$ cat src/rtl/key_chord_pkg.sv
// Shared types and constants for the keyboard chord decoder.
// Latency: n/a (types only).
// Backpressure: n/a (types only).
package key_chord_pkg;

   localparam int CK_KEY_W = 8;
   localparam int CK_ACT_W = 4;

   // Reserved and default action identifiers
   localparam logic [CK_ACT_W-1:0] ACT_QUIT       = 4'hF;
   localparam logic [CK_ACT_W-1:0] ACT_FULLSCREEN = 4'h1;
   localparam logic [CK_ACT_W-1:0] ACT_LOG_TOGGLE = 4'h2;
   localparam logic [CK_ACT_W-1:0] ACT_STATUS     = 4'h3;

   typedef struct packed {
      logic                en;
      logic                mod_en;
      logic [CK_KEY_W-1:0] mod;
      logic [CK_KEY_W-1:0] key;
      logic [CK_ACT_W-1:0] act;
   } chord_entry_t;

   typedef enum logic [1:0] {
      IDLE = 2'd0,
      SCAN = 2'd1,
      PUSH = 2'd2
   } kcd_state_e;

endpackage

$ cat src/rtl/kcd_action_fifo.sv
// Shift-register FIFO carrying {ch, act} action tokens; head is a plain register.
// Latency: a push is visible at the head the cycle after it is written, no bypass.
// Backpressure: full blocks a push unless a pop happens in the same cycle.
module kcd_action_fifo #(
   parameter int DEPTH = 4,
   parameter int W     = 5
) (
   input  logic         clk,
   input  logic         rst_n,
   input  logic         push,
   input  logic [W-1:0] push_data,
   input  logic         pop,
   output logic         head_valid,
   output logic [W-1:0] head_data,
   output logic         full
);

   localparam int CNT_W = $clog2(DEPTH) + 1;
   localparam int PTR_W = $clog2(DEPTH);

   logic [W-1:0]     mem [DEPTH];
   logic [CNT_W-1:0] count;
   logic             do_pop;
   logic             do_push;
   logic [PTR_W-1:0] wpos;

   assign full       = (count == CNT_W'(DEPTH));
   assign do_pop     = pop && (count != '0);
   assign do_push    = push && (!full || do_pop);
   // After a pop the tail slides down one place, so the write slot follows it
   assign wpos       = PTR_W'(count - CNT_W'(do_pop));
   assign head_valid = (count != '0);
   assign head_data  = mem[0];

   // Storage shifts toward slot 0 on pop; new token lands behind the last valid one
   always_ff @(posedge clk) begin
      if (!rst_n) begin
         count <= '0;
         for (int i = 0; i < DEPTH; i++) mem[i] <= '0;
      end else begin
         if (do_pop) begin
            for (int i = 0; i < DEPTH - 1; i++) mem[i] <= mem[i+1];
         end
         if (do_push) mem[wpos] <= push_data;
         count <= count + CNT_W'(do_push) - CNT_W'(do_pop);
      end
   end

endmodule

$ cat src/rtl/key_chord_decoder.sv
// Tracks held keys per channel, matches key-downs against a chord table, emits action tokens.
// Latency: match at entry k -> act_valid 3+k cycles after accept; quit -> 2 cycles.
// Backpressure: ev_ready only in IDLE; full FIFO drops tokens into drop_cnt. Option: KCD_REPEAT_FILTER_EN.
module key_chord_decoder
   import key_chord_pkg::*;
#(
   parameter  int NUM_CH     = 2,
   parameter  int KEY_W      = CK_KEY_W,
   parameter  int NUM_CHORDS = 8,
   parameter  int ACT_W      = CK_ACT_W,
   parameter  int FIFO_DEPTH = 4,
   localparam int CH_W       = (NUM_CH > 1) ? $clog2(NUM_CH) : 1,
   localparam int IDX_W      = $clog2(NUM_CHORDS)
) (
   input  logic              clk,
   input  logic              rst_n,
   input  logic              ev_valid,
   output logic              ev_ready,
   input  logic [CH_W-1:0]   ev_ch,
   input  logic [KEY_W-1:0]  ev_key,
   input  logic              ev_down,
   input  logic              ev_quit,
   input  logic              cfg_we,
   input  logic [IDX_W-1:0]  cfg_idx,
   input  logic              cfg_en,
   input  logic              cfg_mod_en,
   input  logic [KEY_W-1:0]  cfg_mod,
   input  logic [KEY_W-1:0]  cfg_key,
   input  logic [ACT_W-1:0]  cfg_act,
   output logic              act_valid,
   input  logic              act_ready,
   output logic [CH_W-1:0]   act_ch,
   output logic [ACT_W-1:0]  act_id,
   output logic [NUM_CH-1:0] held_any,
   output logic [15:0]       drop_cnt
);

   localparam int              NUM_KEYS = 2 ** KEY_W;
   localparam logic [IDX_W-1:0] LAST_IDX = IDX_W'(NUM_CHORDS - 1);
   localparam logic [CH_W:0]    NUM_CH_L = (CH_W + 1)'(NUM_CH);

   kcd_state_e          state_q, state_d;
   logic [NUM_KEYS-1:0] held [NUM_CH];
   chord_entry_t        tbl  [NUM_CHORDS];
   chord_entry_t        cur;
   logic [CH_W-1:0]     lat_ch;
   logic [KEY_W-1:0]    lat_key;
   logic [ACT_W-1:0]    lat_act;
   logic [IDX_W-1:0]    idx_q;

   logic accept, ch_ok, is_repeat, entry_hit, fifo_full, act_pop;
   logic set_held, clr_held, start_scan, start_quit, scan_hit, idx_inc, push_en, drop;

   // Held while reset is asserted so no event slips in during reset
   assign ev_ready = rst_n && (state_q == IDLE);
   assign accept   = ev_valid && ev_ready;
   assign ch_ok    = ({1'b0, ev_ch} < NUM_CH_L);
   assign act_pop  = act_valid && act_ready;

`ifdef KCD_REPEAT_FILTER_EN
   // Autorepeat key-downs arrive with the key already held
   assign is_repeat = held[ev_ch][ev_key];
`else
   assign is_repeat = 1'b0;
`endif

   // The table is registered, so a write this cycle is seen by SCAN only next cycle
   assign cur       = tbl[idx_q];
   assign entry_hit = cur.en && (cur.key == lat_key) && (!cur.mod_en || held[lat_ch][cur.mod]);

   // State register
   always_ff @(posedge clk) begin
      if (!rst_n) state_q <= IDLE;
      else        state_q <= state_d;
   end

   // Next-state and datapath control
   always_comb begin
      state_d    = state_q;
      set_held   = 1'b0;
      clr_held   = 1'b0;
      start_scan = 1'b0;
      start_quit = 1'b0;
      scan_hit   = 1'b0;
      idx_inc    = 1'b0;
      push_en    = 1'b0;
      drop       = 1'b0;
      case (state_q)
         IDLE: begin
            if (accept && ch_ok) begin
               if (ev_quit) begin
                  start_quit = 1'b1;
                  state_d    = PUSH;
               end else if (!ev_down) begin
                  clr_held = 1'b1;
               end else if (!is_repeat) begin
                  set_held   = 1'b1;
                  start_scan = 1'b1;
                  state_d    = SCAN;
               end
            end
         end
         SCAN: begin
            if (entry_hit) begin
               scan_hit = 1'b1;
               state_d  = PUSH;
            end else if (idx_q == LAST_IDX) begin
               state_d = IDLE;
            end else begin
               idx_inc = 1'b1;
            end
         end
         PUSH: begin
            state_d = IDLE;
            if (!fifo_full || act_pop) push_en = 1'b1;
            else                       drop    = 1'b1;
         end
         default: state_d = IDLE;
      endcase
   end

   // Per-channel held-key bitmap
   always_ff @(posedge clk) begin
      if (!rst_n) begin
         for (int c = 0; c < NUM_CH; c++) held[c] <= '0;
      end else begin
         if (set_held) held[ev_ch][ev_key] <= 1'b1;
         if (clr_held) held[ev_ch][ev_key] <= 1'b0;
      end
   end

   // Programmable chord table
   always_ff @(posedge clk) begin
      if (!rst_n) begin
         for (int i = 0; i < NUM_CHORDS; i++) tbl[i] <= '0;
      end else if (cfg_we) begin
         tbl[cfg_idx] <= '{en: cfg_en, mod_en: cfg_mod_en, mod: cfg_mod, key: cfg_key, act: cfg_act};
      end
   end

   // Latched event, scan index and drop counter
   always_ff @(posedge clk) begin
      if (!rst_n) begin
         lat_ch   <= '0;
         lat_key  <= '0;
         lat_act  <= '0;
         idx_q    <= '0;
         drop_cnt <= '0;
      end else begin
         if (start_scan) begin
            lat_ch  <= ev_ch;
            lat_key <= ev_key;
            idx_q   <= '0;
         end
         if (start_quit) begin
            lat_ch  <= ev_ch;
            lat_act <= '1;
         end
         if (scan_hit) lat_act <= cur.act;
         if (idx_inc)  idx_q   <= idx_q + 1'b1;
         if (drop && (drop_cnt != 16'hFFFF)) drop_cnt <= drop_cnt + 16'd1;
      end
   end

   // Held-any summary per channel
   always_comb begin
      held_any = '0;
      for (int c = 0; c < NUM_CH; c++) held_any[c] = |held[c];
   end

   kcd_action_fifo #(
      .DEPTH (FIFO_DEPTH),
      .W     (CH_W + ACT_W)
   ) u_fifo (
      .clk        (clk),
      .rst_n      (rst_n),
      .push       (push_en),
      .push_data  ({lat_ch, lat_act}),
      .pop        (act_pop),
      .head_valid (act_valid),
      .head_data  ({act_ch, act_id}),
      .full       (fifo_full)
   );

endmodule

$ cat config.mk
export PLATFORM = sky130hd
export DESIGN_NAME = key_chord_decoder
export DESIGN_NICKNAME = d
export VERILOG_FILES = /design/src/rtl/key_chord_pkg.sv /design/src/rtl/kcd_action_fifo.sv /design/src/rtl/key_chord_decoder.sv
export SDC_FILE = /design/constraint.sdc
export NUM_CORES = 2
export LEC_CHECK = 0
export ABC_AREA = 1
export BUFFER_PORTS_ARGS = -buffer_cell sky130_fd_sc_hd__buf_2
export CAP_MARGIN = 0
export CORE_UTILIZATION = 35
export CTS_BUF_LIST = sky130_fd_sc_hd__clkbuf_2 sky130_fd_sc_hd__clkbuf_4 sky130_fd_sc_hd__clkbuf_8
export DETAILED_ROUTE_END_ITERATION = 8
export SLEW_MARGIN = 10
export SYNTH_ARGS = -nofsm -noshare
export SYNTH_HDL_FRONTEND = slang
export SYNTH_SLANG_ARGS = --single-unit
$ cat constraint.sdc
create_clock -name clk -period 5.7 [get_ports clk]
set_clock_uncertainty 0.05 [all_clocks]
set_input_delay 0.57 -clock clk [delete_from_list [all_inputs] [get_ports clk]]
set_output_delay 0.57 -clock clk [all_outputs]
set_load 0.02 [all_outputs]
# Word level (Yosys, flattened, before mapping)
# Memory sizes are Yosys's and may differ from the RTL's. A register that Yosys moved wholly into a read port is not among the register bits.
# Cells that the tools add are included.
[totals] wordCells=635 ramBits=708 reg_bits=37 inputBits=41 out_inout_bits=25 n_memories=3
[memory_table] name="held" depth=2 width=256 rd=3 rd_clocked_by_memory_dff=1 write_ports=2 line_no="key_chord_decoder.sv:43" rtl="logic [NUM_KEYS-1:0] held [NUM_CH];"
[memory_table] name="tbl" depth=8 width=22 rd=1 rd_clocked_by_memory_dff=1 write_ports=8 line_no="key_chord_decoder.sv:44" rtl="chord_entry_t tbl [NUM_CHORDS];"
[memory_table] name="u_fifo.mem" depth=4 width=5 rd=4 rd_clocked_by_memory_dff=0 write_ports=4 line_no="kcd_action_fifo.sv:21" rtl="logic [W-1:0] mem [DEPTH];"
[op_classes] bitwise=259 n_reduce_logical=25 magnitude_cmp=3 add_sub_neg=5 eq_ne=9 mux=324
[op_table] operator="$mux W256" count=4
[op_table] operator="$reduce_or A256 Y1" count=3
[op_table] operator="$mux W1" count=299
[op_table] operator="$or A1 B1 Y1" count=259
[op_table] operator="$mux W22" count=1
[op_table] operator="$reduce_or A22 Y1" count=1
[op_table] operator="$mux W5" count=4
[op_table] operator="$lt A8 B9 Y1 const B" count=2
[op_table] operator="$add A16 B1 Y16 const B" count=1
[op_table] operator="$ne A16 B16 Y1 const B" count=1
[op_table] operator="$mux W3" count=5
[op_table] operator="$mux W2" count=6
[op_table] operator="$logic_and A1 B1 Y1" count=9
[op_table] operator="$bmux W1 S8" count=1
[op_table] operator="$demux W1 S8" count=1
[op_table] operator="$eq A8 B8 Y1" count=1
[op_table] operator="$ge A8 B1 Y1 const B" count=1
[op_table] operator="$mux W4" count=2
[op_table] operator="$eq A3 B3 Y1 const B" count=2
[op_table] operator="$ne A3 B3 Y1 const B" count=2
[op_table] operator="$reduce_bool A2 Y1" count=3
[op_table] operator="$reduce_or A5 Y1" count=1
[op_table] operator="$pmux W2 S2" count=1
[op_table] operator="$add A3 B1 Y3" count=1
[op_table] operator="11 further kinds" count=14

# Logic depth before layout (Yosys ltp)
[depth] ltp_word=11 depth_mapped=22 depth_no_buf=19

# Hierarchy
# From an unflattened synthesis, not the netlist that was laid out.
[unflattened] cells_unflattened=4255 hier_area_um2=41459.8
[modules_own_cells] module="key_chord_decoder" seq_area_each_um2=21420.5 cells_per_inst=4107 area_each_um2=40134.7 instances=1
[modules_own_cells] module="kcd_action_fifo" seq_area_each_um2=660.6 cells_per_inst=148 area_each_um2=1325.0 instances=1

# Worst setup path before layout
# Ideal clock, no wire load.
[synth_path] path_type="input -> register" from="input rst_n" to="memory held[0][15] (netlist name) (enable)" arrival_ps=2633 required_ps=5330 setup_time_ps=320 path_slack_ps=2697 path_buffers=2 path_stages=10 cell_sequence="buf_2 inv_2 nor3_1 nand2_1 nor2_1 inv_1 nor2_1 nand3_1 clkbuf_1 o31ai_1"
[synth_lines] element="from (decl)" line_no="key_chord_decoder.sv:16" rtl="input logic rst_n,"
[synth_lines] element="to (decl)" line_no="key_chord_decoder.sv:43"

==> results.yml <==
grt:
  use_met2: 0.3200
  grt.total_usage: 0.2018
  grt_first_pass_wirelength_um: 189800
  grt_util_met1: 0.2781
  grt_pass1_vias: 31430
  antenna_found_initial: 1
  gr-total-overflow: 0
  grt_max_degree: 183
  top_usage_layer: "met2"
  met3_usage: 0.03442
yosys:
  synth_top_cell_by_area: "edfxtp_1"
  synth-warning-count: 0
  ys.flop_type: "edfxtp_1"
  syn_area_mm2: 0.04124
  synth_edf_count: 708
  syn-num-nets: 4331
  netlist_top_cells_count: "708 x edfxtp_1, 646 x nor4_1, 538 x nand2_1, 507 x o31ai_1, 456 x clkbuf_1"
  ys_async_sr_fraction: 0
  synthTopCellsByArea: "edfxtp_1 52%, nor4_1 9.8%, o31ai_1 9.2%"
  syn_inst: 4283
  syn_area_per_cell_um2: 9.630
  synth_top_area_frac: 0.5155
  yosysSeqAreaShare: 0.5354
  ys_seq_elements: 749
  ys_types: 45
  yosysMostFrequentCell: "edfxtp_1"
cts:
  tritoncts: "done"
  cts-resized-gates: 0
  cts_buffer_depth: 3
  clkSlewWorstSetupHoldPaths_ps: 60
  cts_sinks: 749
  htreeDepth: 4
  worstSkewPairLatency_ps: 830
  clockRootBuffer: "clkbuf_8"
  cts_buffers: 134
setup_path:
  crit_path_max_incr_delay_ps: 530
  crit_top_cell: "nand3_1"
  cp_max_fo: 88
  worstPathRequired_ps: 6320
  path_delay_family: "simple AND/OR/NAND/NOR gates"
  worstPathArrival_ps: 5000
  critPathCaptureType: "flop"
  startpoint_type: "flop"
  cp_cell_sequence: "buf_4, inv_6, nand2_1, nand3_1, nand2_1, nand2_1, nand2_4, buf_4, nand3_1, nand3_1, nand3_1, nand3_1, nand3_1, nand3_1, nand3_1, nand3_1, nand3_2, nand2_4, nand2_4, nand3_2, a21oi_1"
  reg2reg_setup_slack_ps: 1310
  cp_slowest_cell: "buf_4"
  worstSetupPathType: "flop to flop"
  crit_buf_inv: 3
placement:
  postPlaceCellArea_mm2: 0.04182
  port_buffers: 65
  hpwl_um: 68970
  gp_congestion: 0.8420
min_path:
  min_from: "ev_quit"
  min_path_type: "primary input to flop"
die:
  die_area_mm2: 0.1192
  die_w_um: 345.3
  rows: 125
  initial_core_util: 0.3540
  ios: 66
  core-area_mm2: 0.1165
  die_y_um: 345.3
timing:
  maxSlewHeadroom: 0.1914
  fmax_ghz: 0.2279
  hold_violations: 0
  tns_ps: 0
  whs_ps: 108.7
  rsz0062_at_grt: "no"
  setup_viol: 0
  min_period_ps: 4387
  timing.final.crit_share: 0.7697
  slew_violations: 0
  worst_pin_slew_ps: 1206
pwr:
  switching_share: 0.2786
  ir_worst_vdd_mv: 0.2208
  p_sw_mw: 3.578
  p_int_mw: 9.265
  p_clk_frac: 0.387
  powerDensity_mw_per_mm2: 289.1
  combPwrFrac: 0.113
  leakagePower_nw: 14.05
  seq_power_share: 0.500
  p_total_mw: 12.84
detailed_routing:
  firstDrtPassIters: 6
  ant_nets: 0
  avgRoutedWirePerCell_um: 22.21
  vias: 34260
  drt_wl_total_um: 125000
  drt_iter0_drc: 4047
  via_per_inst: 6.089
  route.detailed.drc: 0
status:
  status: "complete, no violations"
cells_and_area:
  layout-drive-gt1-share: 0.09927
  fin_area_mm2: 0.04443
  final_util: 0.3813
  fin_nets: 4046
  synthToLayoutAreaGrowth_pct: 7.730
flow_run:
  maxCapViolations: 0
sequential cells by signal (all words and copies together) (netlist names), named ones only:
name          flops
held            512
tbl             176
u_fifo.mem       20
drop_cnt         16
lat_key           8
lat_act           4
idx_q             3
u_fifo.count      3
state_q           2
lat_ch            1
cell families after synthesis:
group / count (synthesis) / synth area share
adder cells (fa/ha/maj): 7 / 0.002306
AND/OR/NAND/NOR: 2013 / 0.2426
buffers and inverters: 695 / 0.07093
flip-flops: 749 / 0.5354
XOR/XNOR: 5 / 0.001062
AO/OA/AOI/OAI: 690 / 0.1176
multiplexers: 124 / 0.03009
worst paths after layout:
kind,endpoint,depth (start not counted)
worst max-delay path,idx_q[2]$_SDFFE_PN0P_,21
worst min-delay path,state_q[1]$_SDFFE_PN0P_,3
worst max register to register,idx_q[2]$_SDFFE_PN0P_,21
worst min register to register,lat_key[3]$_SDFFE_PN0P_,2
metal layers:
| metal | vias to the layer above | wire length (µm) |
|---|---|---|
| met4 | 0 | 3403 |
| met3 | 225 | 9949 |
| met5 | - | 0 |
| met2 | 1469 | 57680 |
| met1 | 16780 | 53950 |
| li1 | 15790 | - |
cells in the final DEF, fill, tap and decap left out, types with 6 or more instances in the layout:
cell type      synthesis  final
o21ai_0               89     89
buf_12                 0     12
clkinvlp_4             0      6
clkbuf_4               0     43
dfxtp_1               41     39
buf_4                 11     60
o31ai_1              507    507
o22ai_1               16     16
mux2i_1              124    124
o221ai_1               9      9
buf_2                 49     63
ha_1                   6      6
nand2_4                3      6
nor2_1               320    320
inv_6                  1      7
dlygate4sd3_1          0      7
a21oi_1               45     45
nor3_1                11     10
o21a_1                 6      6
nand3_1              434    433
nand2_1              538    535
inv_2                 30     29
nor4_1               646    646
nand3_2                8      8
clkbuf_8               0    137
clkinv_2               1      8
clkinv_1               4     38
nand4_1               36     36
inv_1                 92     92
a32o_1                11     11
edfxtp_1             708    708
metrics by stage:
step	setup slack, ps	std cells
2_1_floorplan	2697	4283
3_3_place_gp	1407	5379
3_5_place_dp	1355	5379
4_1_cts	1339	5624
5_1_grt	1041	5626
6_report	1313	5626
worst min-delay path: stages:
cell	delay (ps)
buf_2	120
nand3_1	150
a21oi_1	80
power by group through the flow:
stage | clock network (mW) | logic [mW] | registers [mW]
floorplan | 0 | 1.05 | 6.49
global placement | 0 | 1.41 | 6.53
detailed placement | 0 | 1.42 | 6.54
CTS | 5.04 | 1.43 | 6.43
global route | 5.28 | 1.58 | 6.45
finish | 4.97 | 1.45 | 6.43
layout make-up:
class                           count  area (µm²)
Clock inverter                     58       332.8
Tap cell                         1524        1907
Sequential cell                   749       22090
Timing Repair Buffer              144        1106
Multi-Input combinational cell   2839       16280
Inverter                          130       509.2
Antenna cell                        2       5.005
Clock buffer                      180        2208
Fill cell                       11420       72090
repair_timing:
action                                 4_1_cts  5_1_grt
setup buffers                                0        0
hold buffers                                 7        0
endpoints found under the hold margin        7        0
No activity file was read; power rests on OpenSTA's default activity.
